**src/rtl/ln_pkg.sv**
```systemverilog
// rtl/ln_pkg.sv - shared FSM state, element type and width helpers for layernorm_stats
//
// Purpose: common definitions imported by ln_stats_acc and layernorm_stats.
// Ports:   none (package).
// Config:  LN_STATS_RMS_EN selects RMSNorm statistics in the users of this package.
package ln_pkg;

  typedef enum logic [1:0] {
    ACCUM = 2'd0,
    FINAL = 2'd1,
    VAR   = 2'd2,
    HOLD  = 2'd3
  } ln_state_t;

  localparam int LN_ELEM_W = 8;

  // Element as it travels through the layernorm FIFO.
  typedef logic signed [LN_ELEM_W-1:0] ln_elem_t;

  // Signed running sum: element width plus one bit per doubling of the vector.
  function automatic int sum_w(input int width, input int log2_len);
    return width + log2_len;
  endfunction

  // Unsigned sum of squares.
  function automatic int sq_w(input int width, input int log2_len);
    return 2 * width + log2_len;
  endfunction

  // Variance / E[x^2] width.
  function automatic int var_w(input int width);
    return 2 * width;
  endfunction

endpackage

```
**src/rtl/ln_stats_acc.sv**
```systemverilog
// rtl/ln_stats_acc.sv - sum, sum-of-squares and element count registers for layernorm_stats
//
// Purpose: accumulates one vector's statistics; clr empties all registers, acc_en adds din.
// Ports:
//   clk, rstn        clock, asynchronous active-low reset
//   clr              clear sum/sumsq/cnt (has priority over acc_en)
//   acc_en           add din into the accumulators and bump cnt
//   din              signed element
//   sum              signed running sum (absent when LN_STATS_RMS_EN is defined)
//   sumsq            unsigned running sum of squares
//   cnt              elements accumulated so far
// Config: LN_STATS_RMS_EN removes the sum accumulator.
module ln_stats_acc
  import ln_pkg::*;
#(
  parameter int WIDTH    = 8,
  parameter int LOG2_LEN = 4,
  parameter int CNT_W    = LOG2_LEN + 1,
  localparam int SUM_W   = sum_w(WIDTH, LOG2_LEN),
  localparam int SQ_W    = sq_w(WIDTH, LOG2_LEN)
) (
  input  logic                    clk,
  input  logic                    rstn,
  input  logic                    clr,
  input  logic                    acc_en,
  input  logic signed [WIDTH-1:0] din,
`ifndef LN_STATS_RMS_EN
  output logic signed [SUM_W-1:0] sum,
`endif
  output logic [SQ_W-1:0]         sumsq,
  output logic [CNT_W-1:0]        cnt
);

  // The square of a two's complement value is never negative, so the
  // 2*WIDTH-bit product can be zero-extended into the unsigned accumulator.
  logic signed [2*WIDTH-1:0] sq;
  assign sq = din * din;

  always_ff @(posedge clk or negedge rstn) begin
    if (!rstn) begin
`ifndef LN_STATS_RMS_EN
      sum   <= '0;
`endif
      sumsq <= '0;
      cnt   <= '0;
    end else if (clr) begin
`ifndef LN_STATS_RMS_EN
      sum   <= '0;
`endif
      sumsq <= '0;
      cnt   <= '0;
    end else if (acc_en) begin
`ifndef LN_STATS_RMS_EN
      sum   <= sum + $signed({{LOG2_LEN{din[WIDTH-1]}}, din});
`endif
      sumsq <= sumsq + {{LOG2_LEN{1'b0}}, sq};
      cnt   <= cnt + 1'b1;
    end
  end

endmodule

```
**src/rtl/layernorm_stats.sv**
```systemverilog
// rtl/layernorm_stats.sv - layernorm mean/variance stage feeding the layernorm FIFO
//
// Purpose: forwards each accepted element to the FIFO write port while accumulating
//          sum and sum of squares; at end of vector presents mean and variance on a
//          valid/ready stats port.
// Ports:
//   clk, rstn                         clock, asynchronous active-low reset
//   in_valid/in_ready/in_data/in_last element stream
//   fifo_wr_en/fifo_din/fifo_full     FIFO write port
//   stat_valid/stat_ready             stats handshake
//   stat_mean                         signed mean, floor(sum / VEC_LEN)
//   stat_var                          unsigned variance, clamped at 0
//   err_len                           sticky: in_last seen on a short vector
// Config: `define LN_STATS_RMS_EN for RMSNorm mode (stat_mean=0, stat_var=E[x^2]).
module layernorm_stats
  import ln_pkg::*;
#(
  parameter int WIDTH    = 8,
  parameter int VEC_LEN  = 16,
  parameter int LOG2_LEN = $clog2(VEC_LEN)
) (
  input  logic                    clk,
  input  logic                    rstn,
  input  logic                    in_valid,
  output logic                    in_ready,
  input  logic signed [WIDTH-1:0] in_data,
  input  logic                    in_last,
  output logic                    fifo_wr_en,
  output logic signed [WIDTH-1:0] fifo_din,
  input  logic                    fifo_full,
  output logic                    stat_valid,
  input  logic                    stat_ready,
  output logic signed [WIDTH-1:0] stat_mean,
  output logic [2*WIDTH-1:0]      stat_var,
  output logic                    err_len
);

  localparam int SUM_W = sum_w(WIDTH, LOG2_LEN);
  localparam int SQ_W  = sq_w(WIDTH, LOG2_LEN);
  localparam int VAR_W = var_w(WIDTH);
  localparam int CNT_W = LOG2_LEN + 1;

  ln_state_t state_q, state_d;

  logic             accept;
  logic             last_elem;
  logic             stat_hs;
  logic             acc_clr;
  logic [SQ_W-1:0]  sumsq;
  logic [CNT_W-1:0] cnt;
  logic [VAR_W-1:0] ex2_r;
  logic             unused_lsb;

`ifndef LN_STATS_RMS_EN
  logic signed [SUM_W-1:0]   sum;
  logic signed [WIDTH-1:0]   mean_r;
  logic signed [2*WIDTH-1:0] mean_sq;
  logic signed [VAR_W:0]     var_full;
`endif

  assign in_ready   = (state_q == ACCUM) && !fifo_full;
  assign accept     = in_valid && in_ready;
  assign fifo_wr_en = accept;
  assign fifo_din   = accept ? in_data : '0;

  // A vector closes on an explicit in_last or on its VEC_LEN-th element.
  assign last_elem  = in_last || (cnt == CNT_W'(VEC_LEN - 1));

  // Stats are visible from the VAR cycle on, so a ready consumer can take
  // them in the same cycle they first appear.
  assign stat_valid = (state_q == VAR) || (state_q == HOLD);
  assign stat_hs    = stat_valid && stat_ready;

  ln_stats_acc #(
    .WIDTH    (WIDTH),
    .LOG2_LEN (LOG2_LEN),
    .CNT_W    (CNT_W)
  ) u_acc (
    .clk    (clk),
    .rstn   (rstn),
    .clr    (acc_clr),
    .acc_en (accept),
    .din    (in_data),
`ifndef LN_STATS_RMS_EN
    .sum    (sum),
`endif
    .sumsq  (sumsq),
    .cnt    (cnt)
  );

  always_ff @(posedge clk or negedge rstn) begin
    if (!rstn) begin
      state_q <= ACCUM;
    end else begin
      state_q <= state_d;
    end
  end

  always_comb begin
    state_d = state_q;
    acc_clr = 1'b0;
    case (state_q)
      ACCUM: begin
        if (accept && last_elem) begin
          state_d = FINAL;
        end
      end
      FINAL: begin
        state_d = VAR;
      end
      VAR, HOLD: begin
        if (stat_hs) begin
          state_d = ACCUM;
          acc_clr = 1'b1;
        end else begin
          state_d = HOLD;
        end
      end
      default: begin
        state_d = ACCUM;
      end
    endcase
  end

  always_ff @(posedge clk or negedge rstn) begin
    if (!rstn) begin
      err_len <= 1'b0;
    end else if (accept && in_last && (cnt != CNT_W'(VEC_LEN - 1))) begin
      err_len <= 1'b1;
    end
  end

  // Dividing by a power of two is a shift; slicing the top bits of sum is the
  // arithmetic shift (floor toward -inf) already truncated to WIDTH.
  always_ff @(posedge clk or negedge rstn) begin
    if (!rstn) begin
      ex2_r  <= '0;
`ifndef LN_STATS_RMS_EN
      mean_r <= '0;
`endif
    end else if (state_q == FINAL) begin
      ex2_r  <= sumsq[SQ_W-1:LOG2_LEN];
`ifndef LN_STATS_RMS_EN
      mean_r <= sum[SUM_W-1:LOG2_LEN];
`endif
    end
  end

`ifdef LN_STATS_RMS_EN
  assign unused_lsb = ^sumsq[LOG2_LEN-1:0];
  assign stat_mean  = '0;
  assign stat_var   = stat_valid ? ex2_r : '0;
`else
  assign unused_lsb = ^{sum[LOG2_LEN-1:0], sumsq[LOG2_LEN-1:0]};

  // One extra bit keeps the sign of E[x^2] - mean^2 so it can be clamped.
  assign mean_sq  = mean_r * mean_r;
  assign var_full = $signed({1'b0, ex2_r}) - $signed({mean_sq[2*WIDTH-1], mean_sq});

  assign stat_mean = stat_valid ? mean_r : '0;
  assign stat_var  = (!stat_valid || var_full[VAR_W]) ? '0 : var_full[VAR_W-1:0];
`endif

endmodule

```
**config.mk**
```make
export PLATFORM = sky130hd
export DESIGN_NAME = layernorm_stats
export DESIGN_NICKNAME = d
export VERILOG_FILES = /design/src/rtl/ln_pkg.sv /design/src/rtl/ln_stats_acc.sv /design/src/rtl/layernorm_stats.sv
export SDC_FILE = /design/constraint.sdc
export NUM_CORES = 1
export LEC_CHECK = 0
export CAP_MARGIN = 30
export CORE_MARGIN = 1
export CORE_UTILIZATION = 50
export DETAILED_ROUTE_END_ITERATION = 10
export PLACE_DENSITY_LB_ADDON = 0.3
export SYNTH_ARGS = -nofsm -noshare
export SYNTH_HDL_FRONTEND = slang
export SYNTH_SLANG_ARGS = --single-unit
```
**constraint.sdc**
```tcl
create_clock -name clk -period 6.45 [get_ports clk]
set_clock_uncertainty 0.15 [all_clocks]
set_input_delay 0.645 -clock clk [delete_from_list [all_inputs] [get_ports clk]]
set_output_delay 0.645 -clock clk [all_outputs]
set_load 0.02 [all_outputs]
```
# ---- Word level (Yosys, flattened, before mapping)
# Cells that the tools add are included.
dict set report totals {
  reg_bits 64
  out_inout_bits 36
  elab_cells 47
}
dict set report op_classes {
  n_addsub 4
  n_mul 2
  eq_ne 6
  mux 14
  n_reduce_logical 14
}
# operator n
set op_table {}
lappend op_table {{20-bit 2-to-1 mux} 2}
lappend op_table {{8-bit by 8-bit multiplier with 16-bit output} 2}
lappend op_table {{12-bit 2-to-1 mux} 2}
lappend op_table {{20-bit by 16-bit adder with 20-bit output} 1}
lappend op_table {{17-bit by 16-bit subtractor with 17-bit output} 1}
lappend op_table {{16-bit 2-to-1 mux} 1}
lappend op_table {{8-bit 2-to-1 mux} 2}
lappend op_table {{12-bit by 8-bit adder with 12-bit output} 1}
lappend op_table {{5-bit 2-to-1 mux} 2}
lappend op_table {{1-bit logical AND} 6}
lappend op_table {{2-bit one-hot mux with 3 select lines} 1}
lappend op_table {{5-bit by 1-bit adder with 5-bit output, second input constant} 1}
lappend op_table {{5-bit by 4-bit equality test with 1-bit output, second input constant} 1}
lappend op_table {{5-bit by 4-bit != test with 1-bit output, second input constant} 1}
lappend op_table {{2-bit equality test, second input constant} 2}
lappend op_table {{2-bit 2-to-1 mux} 2}
lappend op_table {{1-bit logical OR} 3}
lappend op_table {{2-bit by 1-bit equality test with 1-bit output, second input constant} 1}
lappend op_table {{1-bit zero test} 2}
lappend op_table {{2-bit zero test} 1}
lappend op_table {{1-bit 2-to-1 mux} 2}
lappend op_table {{2-bit by 1-bit != test with 1-bit output, second input constant} 1}
lappend op_table {{2-bit nonzero test} 1}
lappend op_table {{2-bit OR reduction} 1}

# ---- Longest topological paths before layout
# Gate-level depths: netlist (run 1).
dict set report depth {
  word_depth 6
  ltp_mapped 27
  mapped_depth_nobuf 27
}

# ---- Hierarchy
# A second synthesis (run 1) with hierarchy kept.
dict set report hier_totals {
  cells_unflattened 1037
  area_unflattened_um2 9105.0
}
# module instances cells_per_inst area_each_um2 seq_area_each_um2
set by_module_without_submodules {}
lappend by_module_without_submodules {ln_stats_acc 1 563 4962.3 925.9}
lappend by_module_without_submodules {layernorm_stats 1 474 4142.7 675.6}

# ---- Worst setup path after synthesis (run 1)
# OpenSTA, ideal clock, no wires.
dict set report synth_path {
  path_kind {register to output}
  start {register mean_r[7]}
  end {output stat_var[7]}
  arrival_time_ns 5.668
  t_required_ns 5.655
  setup_slack_ns -0.013
  stages_incl_launch_ff 20
  n_path_buf 1
  path_cell_list {dfrtp_1 > clkbuf_1 > nand2_1 > inv_1 > fa_1 > inv_1 > fa_1 > inv_1 > fa_1 > inv_1 > fa_1 > fa_1 > ha_1 > a21o_2 > a211o_2 > a311oi_1 > nor2_1 > xnor2_1 > nand2_2 > a211oi_1}
}
dict set report synth_via {
  elab_chain_cells 4
}
# element line_no
set synth_lines {}
lappend synth_lines {{start: declaration} layernorm_stats.sv:56} ;# logic signed [WIDTH-1:0] mean_r;
lappend synth_lines {{start signal: assignment} layernorm_stats.sv:144} ;# mean_r <= sum[SUM_W-1:LOG2_LEN];
lappend synth_lines {{8-bit by 8-bit multiplier with 16-bit output *} layernorm_stats.sv:157} ;# assign mean_sq = mean_r * mean_r;
lappend synth_lines {{17-bit by 16-bit subtractor with 17-bit output *} layernorm_stats.sv:158} ;# assign var_full = $signed({1'b0, ex2_r}) - $signed({mean_sq[2*WIDTH-1], mean_sq});
lappend synth_lines {{1-bit logical OR} layernorm_stats.sv:161} ;# assign stat_var = (!stat_valid || var_full[VAR_W]) ? '0 : var_full[VAR_W-1:0];
lappend synth_lines {{16-bit 2-to-1 mux *} layernorm_stats.sv:161}
lappend synth_lines {{end: declaration} layernorm_stats.sv:34} ;# output logic [2*WIDTH-1:0] stat_var,
# Mark *: on every way between the ends. The rest lies on a longest branch, timed or not.

# ---- Final worst setup path (run 1)
# Same ends and word-level chain as after synthesis.

==> metrics.log, run 1 <==
INFO  metric outcome = complete, but fails checks
INFO  metric violations_in_the_final_reports = negative setup slack
INFO  metric detail_route.drc_violations = 0
INFO  metric drt-initial-drc-count = 325
INFO  metric cp.required = 5.65 ns
INFO  metric slew_headroom = 43.45%
INFO  metric worstPathCellList = nand2_2 > inv_2 > fa_1 > inv_2 > fa_1 > inv_2 > fa_1 > inv_1 > fa_1 > fa_1 > ha_4 > a21o_4 > a211o_4 > a311oi_2 > nor2_1 > xnor2_2 > nand2_2 > buf_6 > a211oi_2 > buf_4
INFO  metric synth_edf_count = 0
INFO  metric timing.fmax = 0.1550 GHz
INFO  metric grt_use_total = 21.57%
INFO  metric worst_hold_check_slack = 0.3088 ns
INFO  metric worst_setup_path_end_kind = primary output
INFO  metric clock_sinks = 64
INFO  metric grt_pass1_wl = 30.90 mm
INFO  metric insertedDiodeCount = 0
INFO  metric synth_top_cells_by_area = fa_1, dfrtp_1, ha_1
INFO  metric pin_count_of_the_biggest_net_entering_global_routing = 65
INFO  metric grt_setup_unrepaired = yes
INFO  metric crit_fanout = 5
INFO  metric max_slew.worst_pin.slew = 0.8417 ns
INFO  metric core.rowCount = 47
INFO  metric stage_delay_of_the_slowest_cell_on_the_critical_path = 0.55 ns
INFO  metric period_share = 100.0%
INFO  metric cts_tree = done
INFO  metric timing_max_transition_violations_final = 0
INFO  metric globalRoute.totalOverflow = 0
INFO  metric synth-seq-area-share = 18.53%
INFO  metric critical-path-slowest-cell = fa_1
INFO  metric synth_largest_area_cell = fa_1
INFO  metric layout_min_cycle_time = 6.453 ns
INFO  metric clk_root_buffer_cell = clkbuf_16
INFO  metric synth.avg_cell_area = 9.244 um2
INFO  metric synth_instances = 935
INFO  metric via_count_of_the_first_global_routing_pass = 6692
INFO  metric clock_path_buffers = 2
INFO  metric setup.worst_path.class = flip-flop to primary output
INFO  metric final_nets = 1251
INFO  metric detail-route-antenna-nets = 0
INFO  metric cp_common_cell = fa_1
INFO  metric hpwl = 14.61 mm
INFO  metric io-pin-count = 50
INFO  metric totalWireLength = 18.00 mm
INFO  metric start_util = 51.57%
INFO  metric routed-via-count = 6557
INFO  metric htreeDepth = 3
INFO  metric syn_to_final_growth = 17.89%
INFO  metric postSynth.asyncResetShare = 100.0%
INFO  metric setup_viol = 1
INFO  metric chipWidth = 133.5 um
INFO  metric height_of_the_die = 133.5 um
INFO  metric post_synth_num_cell_types = 55
INFO  metric post_route_cells_drive_above_1_share = 17.45%
INFO  metric clk_transition_reported_paths = 0.05 ns
INFO  metric worst_setup_path_start_kind = flip-flop
INFO  metric post_synthesis_sequential_element_count = 64
INFO  metric cts_inserted_buffers = 9
INFO  metric syn_area = 8643 um2
INFO  metric drt_first_pass_iters = 6
INFO  metric detail_route.wl_per_cell = 14.25 um
INFO  metric timing.hold.worst.class = flip-flop to flip-flop
INFO  metric synthesis.nets = 1146
INFO  metric ys.warnings.count = 0
INFO  metric design.die.area = 17820 um2
INFO  metric final_hold_viol_count = 0
INFO  metric crit_arrival = 5.66 ns
INFO  metric place.gp.congestion = 0.8175
INFO  metric worst_skew_pair.late_latency = 0.33 ns
INFO  metric maxCapViolations = 0
INFO  metric synthDominantCellAreaShare = 23.86%
INFO  metric antenna_found_initial = 0
INFO  metric port-buffer-count = 49
INFO  metric synth_top_flop_cell = dfrtp_1
INFO  metric layout.filler_cells = 1445
INFO  metric coreArea = 16760 um2
INFO  metric post-route-worst-setup-slack = -0.002757 ns
INFO  metric drt-vias-per-instance = 5.192
final timing paths:
check,depth (start not counted),slack [ns],start,to
worst min-delay path,1,0.31,err_len,err_len
max in group asynchronous,2,5.24,rstn,mean_r[7]
worst max-delay path,20,-0.003,mean_r[7],stat_var[7]
worst min register to register,1,0.31,err_len,err_len
worst max register to register,8,3.10,state_q[1],u_acc.sumsq[18]
min in group asynchronous,2,0.33,rstn,err_len
metal layers:
| layer | routed length (um) | vias to the layer above | global-route usage, % |
|---|---|---|---|
| met5 | 0 | - | 0 |
| met4 | 231 | 0 | 4.861 |
| met3 | 409 | 18 | 2.321 |
| met2 | 9019 | 94 | 39.06 |
| met1 | 8340 | 3184 | 27.64 |
| li1 | - | 3261 | - |
timing repair:
item                                    in CTS  in global routing
endpoints found under the setup margin      16                 19
hold buffers                                 0                  0
buffers inserted                             7                  1
cloned                                       1                  0
pin swaps                                    6                 22
resized for setup                           75                 35
metrics by stage:
stage,utilization (%),TNS [ns],area [um2],setup WS [ns],cells
global route,60.80,-2.280,10190,-0.1872,1263
global placement,58.30,-1.366,9771,-0.1550,1239
finish,60.80,-0.002757,10190,-0.002757,1263
floorplan,-,0,8648,0.07269,935
CTS,60.08,0,10070,0.005533,1262
detailed placement,58.39,-3.372,9786,-0.2803,1240
state kept, by name, indices dropped and copies added, names as in the netlist:
register	count
err_len	1
ex2_r	16
mean_r	8
state_q	2
u_acc.cnt	5
u_acc.sum	12
u_acc.sumsq	20
cell families after synthesis:
kind of cell	after synthesis	share of synthesized area [%]
multiplexers	28	3.633
adder cells (fa/ha/maj)	197	37.46
AND/OR/NAND/NOR	236	13.25
flip-flops	64	18.53
AO/OA/AOI/OAI	155	11.99
XOR/XNOR	67	6.789
buffers and inverters	188	8.353
synth_stat cells (24+ instances only):
master    instances
dfrtp_1          64
nor2_1           50
mux2_2           27
ha_1             94
a21oi_1          33
xnor2_1          42
o21ai_0          39
fa_1            103
xor2_1           25
nand3_1          44
nand2_1          63
clkbuf_1         25
inv_1           158
and2_1           24
placed cells by master (no fill, tap or decap), types with 3 or more instances in the layout:
| master | instances |
|---|---|
| and3_2 | 4 |
| a21oi_1 | 33 |
| nand2b_1 | 10 |
| nand2_1 | 60 |
| nor2_2 | 3 |
| and3_1 | 8 |
| nor2_1 | 46 |
| a31o_2 | 4 |
| nor3_1 | 4 |
| inv_1 | 155 |
| buf_6 | 6 |
| clkdlybuf4s50_1 | 32 |
| or2_2 | 3 |
| xor2_1 | 25 |
| xnor2_1 | 41 |
| nand3_1 | 44 |
| ha_1 | 91 |
| or3_1 | 4 |
| clkinv_2 | 3 |
| clkbuf_16 | 9 |
| a211oi_1 | 4 |
| inv_2 | 3 |
| o21ai_0 | 39 |
| o31ai_1 | 5 |
| fa_1 | 101 |
| a31oi_1 | 4 |
| nor2b_1 | 15 |
| nand2_2 | 5 |
| mux2_2 | 27 |
| a211oi_2 | 4 |
| dfrtp_1 | 63 |
| and2_1 | 23 |
| buf_4 | 83 |
| o211ai_1 | 3 |
| a21o_1 | 20 |
| a21oi_2 | 7 |
| o21bai_1 | 7 |
| o21a_1 | 8 |
worst max-delay path: cells and delay by family, from the launching register on:
family / cells / cell delay, ns
flip-flops: 1 / 0.44
adder cells (fa/ha/maj): 6 / 2.85
AND/OR/NAND/NOR: 3 / 0.34
XOR/XNOR: 1 / 0.23
AO/OA/AOI/OAI: 4 / 0.91
buffers and inverters: 6 / 0.56
layout make-up:
cell class                      instances  area, um2  area share [%]
Multi-Input combinational cell        684       6426           63.06
Sequential cell                        64       1603           15.73
Timing Repair Buffer                  123       1031           10.12
Inverter                              158      593.1           5.820
Tap cell                              220      275.3           2.701
Clock buffer                           10      239.0           2.345
Clock inverter                          4      22.52          0.2210
Power of run 1 is not shown: default switching activity piles up to over one toggle a cycle in this logic, so the estimate is an artifact.
==> inputs of run 2 (changes only) <==
Settings changed: CORE_MARGIN 1 to unset.
==> results of run 2 <==
The final DEF is identical to that of run 1; final timing and power are the same.
Power of run 2 is left out for the same reason.
==> inputs of run 3 (changes only) <==
Settings changed: CORE_UTILIZATION 50 to 45, TNS_END_PERCENT set to 30.
==> run 3 against run 2 <==
  * The flow now finishes without violations
  * Worst setup slack better by 0.011 ns
  * Via count down 0.92%
  * Sequential share of layout area down 0.29 points
  * Non-clock buffer count up 8
  * Core utilization down 5.5 points
  * First-iteration DRC count down 20%
==> metrics.log, run 3 (synthesized netlist as in run 1, its figures left out) <==
INFO  metric timing.fmax = 0.1552 GHz (was 0.1550 GHz)
INFO  metric worst_skew_pair.late_latency = 0.32 ns (was 0.33 ns)
INFO  metric globalRoute.totalOverflow = 0 (unchanged)
INFO  metric drt-initial-drc-count = 260 (was 325)
INFO  metric layout_min_cycle_time = 6.441 ns (was 6.453 ns)
INFO  metric cts_inserted_buffers = 9 (unchanged)
INFO  metric crit_fanout = 8 (was 5)
INFO  metric clock_sinks = 64 (unchanged)
INFO  metric slew_headroom = 36.53% (was 43.45%)
INFO  metric worst_hold_check_slack = 0.3109 ns (was 0.3088 ns)
INFO  metric worstPathCellList = nand2_2 > inv_2 > fa_1 > inv_2 > buf_6 > fa_1 > inv_1 > fa_1 > inv_2 > fa_2 > fa_2 > ha_4 > a21o_2 > a211o_4 > a311oi_2 > nor2_1 > xnor2_1 > nand2_2 > buf_12 > a211oi_2 > buf_4 (was nand2_2 > inv_2 > fa_1 > inv_2 > fa_1 > inv_2 > fa_1 > inv_1 > fa_1 > fa_1 > ha_4 > a21o_4 > a211o_4 > a311oi_2 > nor2_1 > xnor2_2 > nand2_2 > buf_6 > a211oi_2 > buf_4)
INFO  metric timing_max_transition_violations_final = 0 (unchanged)
INFO  metric number_of_flip_flops_in_the_largest_register = 20 (unchanged)
INFO  metric final_common_cell = inv_1 (unchanged)
INFO  metric clk_transition_reported_paths = 0.05 ns (about the same)
INFO  metric final_hold_viol_count = 0 (unchanged)
INFO  metric clock_path_buffers = 2 (unchanged)
INFO  metric worst_setup_path_end_kind = primary output (unchanged)
INFO  metric totalWireLength = 17.51 mm (was 18.00 mm)
INFO  metric detail_route.drc_violations = 0 (unchanged)
INFO  metric height_of_the_die = 140.6 um (was 133.5 um)
INFO  metric coreArea = 18770 um2 (was 16760 um2)
INFO  metric cts_tree = done (unchanged)
INFO  metric drt-vias-per-instance = 5.052 (was 5.192)
INFO  metric worst_setup_path_start_kind = flip-flop (unchanged)
INFO  metric most-common-layout-cells = inv_1, fa_1, buf_4 (was inv_1, fa_1, ha_1)
INFO  metric port-buffer-count = 49 (unchanged)
INFO  metric pin_count_of_the_biggest_net_entering_global_routing = 65 (unchanged)
INFO  metric outcome = finished clean (was complete, but fails checks)
INFO  metric top_regs = u_acc.sumsq: 20 flops, ex2_r: 16 flops, u_acc.sum: 12 flops (unchanged)
INFO  metric design.die.area = 19770 um2 (was 17820 um2)
INFO  metric setup.worst_path.class = flip-flop to primary output (unchanged)
INFO  metric drt_first_pass_iters = 4 (was 6)
INFO  metric htreeDepth = 3 (unchanged)
INFO  metric maxCapViolations = 0 (unchanged)
INFO  metric place.gp.congestion = 0.8420 (was 0.8175)
INFO  metric grt_pass1_wl = 29.89 mm (was 30.90 mm)
INFO  metric clk_root_buffer_cell = clkbuf_16 (unchanged)
INFO  metric final_nets = 1258 (was 1251)
INFO  metric post_route_cells_drive_above_1_share = 19.01% (was 17.45%)
INFO  metric insertedDiodeCount = 0 (unchanged)
INFO  metric timing.hold.worst.class = flip-flop to flip-flop (unchanged)
INFO  metric chipWidth = 140.6 um (was 133.5 um)
INFO  metric hpwl = 14.51 mm (was 14.61 mm)
INFO  metric setup_viol = 0 (was 1)
INFO  metric detail_route.wl_per_cell = 13.62 um (was 14.25 um)
INFO  metric ctsHoldBuffers = 0 (unchanged)
INFO  metric grt_setup_unrepaired = yes (unchanged)
INFO  metric antenna_found_initial = 0 (unchanged)
INFO  metric detail-route-antenna-nets = 0 (unchanged)
INFO  metric start_util = 46.05% (was 51.57%)
INFO  metric period_share = 99.86% (was 100.0%)
INFO  metric routed-via-count = 6497 (was 6557)
INFO  metric io-pin-count = 50 (unchanged)
INFO  metric max_slew.worst_pin.slew = 0.9447 ns (was 0.8417 ns)
INFO  metric crit_arrival = 5.65 ns (was 5.66 ns)
INFO  metric cp.required = 5.65 ns (about the same)
INFO  metric via_count_of_the_first_global_routing_pass = 6560 (was 6692)
INFO  metric top_register = u_acc.sumsq (unchanged)
INFO  metric critical-path-slowest-cell = fa_1 (unchanged)
INFO  metric grt_use_total = 18.64% (was 21.57%)
INFO  metric syn_to_final_growth = 20.08% (was 17.89%)
INFO  metric core.rowCount = 50 (was 47)
INFO  metric stage_delay_of_the_slowest_cell_on_the_critical_path = 0.54 ns (was 0.55 ns)
==> run 3: what timing repair did <==
| action | in CTS | in global routing |
|---|---|---|
| pin swaps | 1 | 29 |
| endpoints found under the setup margin | 16 | 19 |
| resized for setup | 63 | 50 |
| gates cloned | 0 | 1 |
| setup buffers | 1 | 3 |
==> run 3: per-stage QoR <==
stage	utilization, %	setup slack [ns]	TNS [ns]	cell area, um2	instances
after CTS	54.25	-0.01933	-0.01933	10180	1282
after global placement	52.55	-0.1412	-1.190	9863	1263
after floorplan	-	0.07269	0	8648	935
after detailed placement	52.85	-0.2442	-2.797	9918	1265
after global routing	55.30	-0.1968	-1.306	10380	1286
final	55.30	0.008730	0	10380	1286
==> run 3: layer usage <==
metal / vias to the layer above / global-route usage, % / share of wire (%)
met5: - / 0 / 0
met3: 20 / 1.529 / 2.0
met1: 3119 / 24.41 / 47
li1: 3276 / - / -
met2: 82 / 33.71 / 49
met4: 0 / 4.062 / 1.6
==> run 3: final timing paths <==
| kind | depth (start not counted) | slack, ns | end | from |
|---|---|---|---|---|
| setup reg to reg | 8 | 3.22 | u_acc.sumsq[18] | state_q[1] |
| min in group asynchronous | 2 | 0.33 | state_q[1] | rstn |
| hold reg to reg | 1 | 0.31 | err_len | err_len |
| setup / recovery | 21 | 0.009 | stat_var[7] | mean_r[7] |
| hold / removal | 1 | 0.31 | err_len | err_len |
| max in group asynchronous | 2 | 5.24 | mean_r[7] | rstn |
==> run 3: cell type report <==
class	instances	area (um2)
Clock buffer	13	250.2
Clock inverter	3	65.06
Fill cell	1693	8389
Inverter	158	593.1
Multi-Input combinational cell	683	6439
Sequential cell	64	1603
Tap cell	234	292.8
Timing Repair Buffer	131	1136
==> run 3: critical path: cells and delay by family, from the launching register on <==
kind            cells  cell delay (ns)
compound gates      4             0.92
xor+xnor            1             0.23
fa+ha+maj           6             2.72
buf+inv             7             0.68
flops               1             0.44
simple gates        3             0.32
Power of run 3 is left out for the same reason.
